$ cat src/rtl/mem_port_arbiter_pkg.sv
// Shared types and constants for the memory port arbiter.
//   arb_state_e : grant FSM states
//   OWNER_*     : 1-bit owner tags stored in the outstanding-transaction FIFO
//   mem_cmd_t   : address-phase payload presented to the memory port
package mem_port_arbiter_pkg;

  localparam int unsigned ADDR_W = 32;
  localparam int unsigned DATA_W = 32;
  localparam int unsigned STRB_W = 4;

  localparam logic OWNER_INST = 1'b0;
  localparam logic OWNER_DATA = 1'b1;

  typedef enum logic {
    ARB_IDLE = 1'b0,
    ARB_LOCK = 1'b1
  } arb_state_e;

  typedef struct packed {
    logic              wr;
    logic [STRB_W-1:0] wstrb;
    logic [ADDR_W-1:0] addr;
    logic [DATA_W-1:0] wdata;
  } mem_cmd_t;

endpackage

$ cat src/rtl/mem_port_arbiter_owner_fifo.sv
// Synchronous FIFO of 1-bit owner tags, one entry per accepted memory transaction.
//   clk, reset      : clock, synchronous active-high reset
//   push, push_tag  : enqueue a tag (ignored when full, fullness judged before pop)
//   pop             : dequeue the head (ignored when empty)
//   head_tag        : tag at the head
//   empty, full     : occupancy flags
module mem_port_arbiter_owner_fifo #(
  parameter int unsigned DEPTH = 2
) (
  input  logic clk,
  input  logic reset,
  input  logic push,
  input  logic push_tag,
  input  logic pop,
  output logic head_tag,
  output logic empty,
  output logic full
);

  localparam int unsigned PTR_W = (DEPTH > 1) ? $clog2(DEPTH) : 1;
  localparam int unsigned CNT_W = $clog2(DEPTH + 1);

  logic [DEPTH-1:0] tags_q, tags_d;
  logic [PTR_W-1:0] wr_ptr_q, wr_ptr_d;
  logic [PTR_W-1:0] rd_ptr_q, rd_ptr_d;
  logic [CNT_W-1:0] cnt_q, cnt_d;
  logic             push_ok, pop_ok;

  // Pointers wrap modulo DEPTH so non-power-of-two depths work.
  function automatic logic [PTR_W-1:0] ptr_next(input logic [PTR_W-1:0] ptr);
    return (ptr == PTR_W'(DEPTH - 1)) ? '0 : ptr + PTR_W'(1);
  endfunction

  assign empty    = (cnt_q == '0);
  assign full     = (cnt_q == CNT_W'(DEPTH));
  assign head_tag = tags_q[rd_ptr_q];
  assign push_ok  = push & ~full;
  assign pop_ok   = pop & ~empty;

  // Next-state for storage, pointers and count.
  always_comb begin
    tags_d   = tags_q;
    wr_ptr_d = wr_ptr_q;
    rd_ptr_d = rd_ptr_q;
    cnt_d    = cnt_q;
    if (push_ok) begin
      tags_d[wr_ptr_q] = push_tag;
      wr_ptr_d         = ptr_next(wr_ptr_q);
    end
    if (pop_ok) begin
      rd_ptr_d = ptr_next(rd_ptr_q);
    end
    case ({push_ok, pop_ok})
      2'b10:   cnt_d = cnt_q + CNT_W'(1);
      2'b01:   cnt_d = cnt_q - CNT_W'(1);
      default: cnt_d = cnt_q;
    endcase
  end

  always_ff @(posedge clk) begin
    if (reset) begin
      tags_q   <= '0;
      wr_ptr_q <= '0;
      rd_ptr_q <= '0;
      cnt_q    <= '0;
    end else begin
      tags_q   <= tags_d;
      wr_ptr_q <= wr_ptr_d;
      rd_ptr_q <= rd_ptr_d;
      cnt_q    <= cnt_d;
    end
  end

endmodule

$ cat src/rtl/mem_port_arbiter.sv
// Shares one SRAM-like memory port between the fetch (inst) and data requesters.
// Grants the address phase, remembers owners of outstanding transactions in issue
// order and steers each in-order response back to its owner.
//   inst_*   : fetch requester (read only)
//   data_*   : data requester (read/write)
//   mem_*    : memory port (req/addr_ok address phase, data_ok response)
//   err_rsp  : sticky flag, response arrived with nothing outstanding
module mem_port_arbiter
  import mem_port_arbiter_pkg::*;
#(
  parameter int unsigned MAX_OUTSTANDING = 2,
  parameter int unsigned STARVE_LIMIT    = 4
) (
  input  logic              clk,
  input  logic              reset,
  input  logic              inst_req,
  input  logic [ADDR_W-1:0] inst_addr,
  output logic              inst_addr_ok,
  output logic              inst_data_ok,
  output logic [DATA_W-1:0] inst_rdata,
  input  logic              data_req,
  input  logic              data_wr,
  input  logic [STRB_W-1:0] data_wstrb,
  input  logic [ADDR_W-1:0] data_addr,
  input  logic [DATA_W-1:0] data_wdata,
  output logic              data_addr_ok,
  output logic              data_data_ok,
  output logic [DATA_W-1:0] data_rdata,
  output logic              mem_req,
  output logic              mem_wr,
  output logic [STRB_W-1:0] mem_wstrb,
  output logic [ADDR_W-1:0] mem_addr,
  output logic [DATA_W-1:0] mem_wdata,
  input  logic              mem_addr_ok,
  input  logic              mem_data_ok,
  input  logic [DATA_W-1:0] mem_rdata,
  output logic              err_rsp
);

  localparam int unsigned STARVE_W = $clog2(STARVE_LIMIT + 1);

  arb_state_e          state_q, state_d;
  logic                lock_owner_q, lock_owner_d;
  logic [STARVE_W-1:0] starve_q, starve_d;
  logic                err_rsp_q, err_rsp_d;

  logic     grant_owner;
  logic     req_c;
  logic     push, pop;
  logic     fifo_head, fifo_empty, fifo_full;
  mem_cmd_t inst_cmd, data_cmd, grant_cmd;

  assign inst_cmd = '{wr: 1'b0, wstrb: '0, addr: inst_addr, wdata: '0};
  assign data_cmd = '{wr: data_wr, wstrb: data_wstrb, addr: data_addr, wdata: data_wdata};

  // Grant FSM: pick an owner in IDLE, freeze it in LOCK until the address is taken.
  always_comb begin
    state_d      = state_q;
    lock_owner_d = lock_owner_q;
    grant_owner  = OWNER_DATA;
    req_c        = 1'b0;
    case (state_q)
      ARB_IDLE: begin
        if (!fifo_full && (inst_req || data_req)) begin
          req_c = 1'b1;
          if (!data_req || (inst_req && (starve_q == STARVE_W'(STARVE_LIMIT)))) begin
            grant_owner = OWNER_INST;
          end
          if (!mem_addr_ok) begin
            state_d      = ARB_LOCK;
            lock_owner_d = grant_owner;
          end
        end
      end
      ARB_LOCK: begin
        req_c       = 1'b1;
        grant_owner = lock_owner_q;
        if (mem_addr_ok) begin
          state_d = ARB_IDLE;
        end
      end
      default: state_d = ARB_IDLE;
    endcase
  end

  // Address phase: fields follow the granted owner live, zeros when idle.
  assign mem_req   = req_c & ~reset;
  assign grant_cmd = !mem_req ? '0 : ((grant_owner == OWNER_INST) ? inst_cmd : data_cmd);
  assign mem_wr    = grant_cmd.wr;
  assign mem_wstrb = grant_cmd.wstrb;
  assign mem_addr  = grant_cmd.addr;
  assign mem_wdata = grant_cmd.wdata;

  assign push         = mem_req & mem_addr_ok;
  assign inst_addr_ok = push & (grant_owner == OWNER_INST);
  assign data_addr_ok = push & (grant_owner == OWNER_DATA);

  // Response steering: only the data_ok strobes are routed, rdata is shared.
  assign pop          = mem_data_ok & ~fifo_empty & ~reset;
  assign inst_data_ok = pop & (fifo_head == OWNER_INST);
  assign data_data_ok = pop & (fifo_head == OWNER_DATA);
  assign inst_rdata   = mem_rdata;
  assign data_rdata   = mem_rdata;
  assign err_rsp      = err_rsp_q;

  // Starvation counter and sticky orphan-response flag.
  always_comb begin
    starve_d  = starve_q;
    err_rsp_d = err_rsp_q;
    if (!inst_req || (push && grant_owner == OWNER_INST)) begin
      starve_d = '0;
    end else if (push && starve_q != STARVE_W'(STARVE_LIMIT)) begin
      starve_d = starve_q + STARVE_W'(1);
    end
    if (mem_data_ok && fifo_empty) begin
      err_rsp_d = 1'b1;
    end
  end

  always_ff @(posedge clk) begin
    if (reset) begin
      state_q      <= ARB_IDLE;
      lock_owner_q <= OWNER_DATA;
      starve_q     <= '0;
      err_rsp_q    <= 1'b0;
    end else begin
      state_q      <= state_d;
      lock_owner_q <= lock_owner_d;
      starve_q     <= starve_d;
      err_rsp_q    <= err_rsp_d;
    end
  end

  mem_port_arbiter_owner_fifo #(
    .DEPTH(MAX_OUTSTANDING)
  ) u_owner_fifo (
    .clk     (clk),
    .reset   (reset),
    .push    (push),
    .push_tag(grant_owner),
    .pop     (pop),
    .head_tag(fifo_head),
    .empty   (fifo_empty),
    .full    (fifo_full)
  );

endmodule

$ cat config.mk
export PLATFORM = sky130hd
export DESIGN_NAME = mem_port_arbiter
export DESIGN_NICKNAME = d
export VERILOG_FILES = /design/src/rtl/mem_port_arbiter_pkg.sv /design/src/rtl/mem_port_arbiter_owner_fifo.sv /design/src/rtl/mem_port_arbiter.sv
export SDC_FILE = /design/constraint.sdc
export NUM_CORES = 1
export LEC_CHECK = 0
export BUFFER_PORTS_ARGS = -buffer_cell sky130_fd_sc_hd__buf_2
export CAP_MARGIN = 20
export CORE_AREA = 5 5 105 107
export CTS_CLUSTER_DIAMETER = 200
export DETAILED_ROUTE_END_ITERATION = 12
export DIE_AREA = 0 0 110 112
export HOLD_SLACK_MARGIN = 0.12
export PLACE_DENSITY = 0.63
export REMOVE_ABC_BUFFERS = 1
export SETUP_SLACK_MARGIN = 0.15
export SLEW_MARGIN = 20
export SYNTH_ARGS = -nofsm -noshare
export SYNTH_HDL_FRONTEND = slang
export SYNTH_SLANG_ARGS = --single-unit
$ cat constraint.sdc
create_clock -name clk -period 2.05 [get_ports clk]
set_clock_uncertainty 0.15 [all_clocks]
set_input_delay 0 -clock clk [delete_from_list [all_inputs] [get_ports clk]]
set_output_delay 0 -clock clk [all_outputs]
set_load 0.02 [all_outputs]
==> reports/results.tsv <==
metric	value	unit
# IOs	278	
worst reg2reg setup slack	0.17	ns
status	complete, no violations	
Peak VDD IR	0.000338	V
Period Utilization, post-route	91.5	%
leakage	0.00176	µW
DRT antenna net count	0	
GRT Residual Overflow	0	
Hold Crit Class	in2reg	
clock buffer depth	2	
CP bufs+invs	4	
Async S/R FF share, synth	0	%
Rows	37	
max incr delay on CP	0.32	ns
Critical-path top delay cell	dfxtp_2	
# fillers	1066	
Worst slew margin	59.3	%
worst flop-to-flop path endpoint	u_owner_fifo.cnt_q[1]	
#FFs+latches synth	12	
DRT Pass-1 Iters	4	
Root Buffer	clkbuf_8	
worst slack at placement	0.0671	ns
reg2reg start	u_owner_fifo.cnt_q[0]	
CP max FO	5	
Hold Path Origin	reset	
Port Buf Inserts	181	
Initial Util	19.1	%
dominant synthesized flop cell	dfxtp_1	
main combinational cell family by area after synthesis	simple AND/OR/NAND/NOR gates	
max-slew violation count	0	
CP cell instances	inv_2, ha_4, nand3_4, a22oi_4, nor3_4, buf_6, buf_16, and2_1, buf_4	
sequential share of the synthesized area	12.5	%
Endpoint, Worst Hold	u_owner_fifo.wr_ptr_q	
Placed Area	2510	µm²
RSZ-0062 raised after global routing	yes	
setup TNS	0	ns
Synth Area in XOR/XNOR	1.82	%
post-route setup slack	0.173	ns
Mapped Cells	293	
DRC	0	
most numerous cell in the Yosys netlist	buf_4	
worst-margin pin slew	0.609	ns
Simple-Gate Fraction of Synth Area	35.0	%
initial antenna violation count	0	
fmax	0.533	GHz
Post-DP HPWL	8160	µm
Reg2Reg Depth	6	
critical path type	reg2out	
synthesis-to-layout area growth	75.0	%
largest net degree at the start of global routing	35	
final hold vios	0	
Nets	603	
cell family with most CP delay	buffers and inverters	
vias per cell	4.38	
syn_area_per_cell	6.56	µm²
CTS clk-pin slew, worst paths	0.05	ns
TritonCTS Sinks	12	
number of flops mapped to enable cells by yosys	0	
Netlist Area Pre-Place	1920	µm²
TritonCTS clock tree	yes	
compound-gate portion of the synthesized area	16.7	%
most frequent cells after synthesis	buf_4 (65), nand2_1 (64), a21oi_1 (38), and2_1 (38), dfxtp_1 (12)	
Final setup viols	0	
leading area contributor after synthesis	buf_4	
Synth Area in Adders	1.95	%
synth top area cells	buf_4 (25%), dfxtp_1 (12%), nand2_1 (12%), and2_1 (12%), a21oi_1 (9.9%)	
vias in the first global route	2461	
first-pass GRT wire length	14400	µm
Max Cap Viol	0	
Tot Pwr	1420	µW
Num CTS Buffers	3	
Total GRT Usage	15.4	%
core box area	10000	µm²
Final min period	1.88	ns
later-pin clock latency in the skew report	0.23	ns
Worst setup EP type	primary output	
wire length per cell	18.8	µm
CP startpoint kind	flip-flop	
Die W	110	µm
design area	3370	µm²
hold path cells	5	
Syn. warnings	0	
post-synthesis mux area share	0.520	%
die area	12300	µm²
layout cell share with drive strength beyond 1	53.2	%
Req. time, crit path	1.90	ns
pwr dens	423	nW/µm²
CP arrival	1.73	ns
H-tree depth	1	
CP Launch Point	starve_q[1]	
Synth cell types	40	
via count	2606	
final wirelength	11200	µm
antenna cell count	0	
die height	112	µm
share of the synthesized area in the top cell type	25.4	%
initial detailed-routing violation count	154	
RePlAce Congestion	0.769	
state kept, by name, summed over array words and instances (netlist names):
register / flops
err_rsp: 1
lock_owner_q: 1
starve_q: 3
state_q: 1
u_owner_fifo.cnt_q: 2
u_owner_fifo.rd_ptr_q: 1
u_owner_fifo.tags_q: 2
u_owner_fifo.wr_ptr_q: 1
logic make-up after synthesis:
family                   after synthesis
AO/OA/AOI/OAI                         53
XOR/XNOR                               4
adder cells (fa/ha/maj)                3
buffers and inverters                 87
flip-flops                            12
multiplexers                           1
AND/OR/NAND/NOR                      133
timing repair:
action	CTS	global route
cloned	1	3
endpoints found under the hold margin	76	0
gates resized for setup	62	22
hold buffers	39	0
pin swaps	7	7
buffers inserted	7	3
endpoints found under the setup margin	70	71
worst max path at each step:
stage | end | cells past startpoint
2_1_floorplan | mem_addr[0] | 6
3_3_place_gp | u_owner_fifo.cnt_q[1] | 5
3_5_place_dp | mem_addr[14] | 8
4_1_cts | mem_wdata[5] | 9
5_1_grt | mem_addr[30] | 8
6_report | mem_wdata[24] | 9
worst min-delay path, stage by stage:
cell and delay (ns):
buf_2 0.08, nand2b_1 0.12, or3_4 0.14, xor2_1 0.05, nor2_1 0.07
stage by stage:
stage	cells	hold slack (ns)	util [%]
after floorplan	212	-0.150	-
after global placement	539	-0.150	25.0
after detailed placement	539	-0.150	25.0
after CTS	589	0.122	32.0
after global routing	595	0.165	33.5
final	595	0.118	33.5
layer usage:
| layer | GRT usage (%) | wire, µm |
|---|---|---|
| met4 | 1.75 | 53 |
| met5 | 5.46 | 87 |
| met1 | 18.7 | 4330 |
| met3 | 8.58 | 1620 |
| met2 | 24.1 | 5090 |
power breakdown:
part	internal (µW)	switching [µW]
registers	252	12.0
logic	407	545
clock network	129	78.9
cell type report:
cell class / instances / area (µm²) / share of cell area [%]
Timing Repair Buffer: 244 / 1720 / 51.2
Multi-Input combinational cell: 194 / 1170 / 34.6
Sequential cell: 12 / 244 / 7.25
Tap cell: 136 / 170 / 5.06
Clock buffer: 3 / 41.3 / 1.23
Inverter: 6 / 22.5 / 0.669
cell usage in the layout (no fill, tap or decap), types with 9 or more instances in the layout:
| cell type | synthesis | layout |
|---|---|---|
| dlygate4sd3_1 | 0 | 39 |
| buf_4 | 65 | 24 |
| dfxtp_1 | 12 | 9 |
| buf_6 | 3 | 22 |
| buf_2 | 11 | 153 |
| and2_1 | 38 | 19 |
| nand2_1 | 64 | 64 |
| a21oi_1 | 38 | 38 |
| and2_4 | 0 | 19 |
| nor2_1 | 10 | 10 |
(Power assumes the default switching activity.)
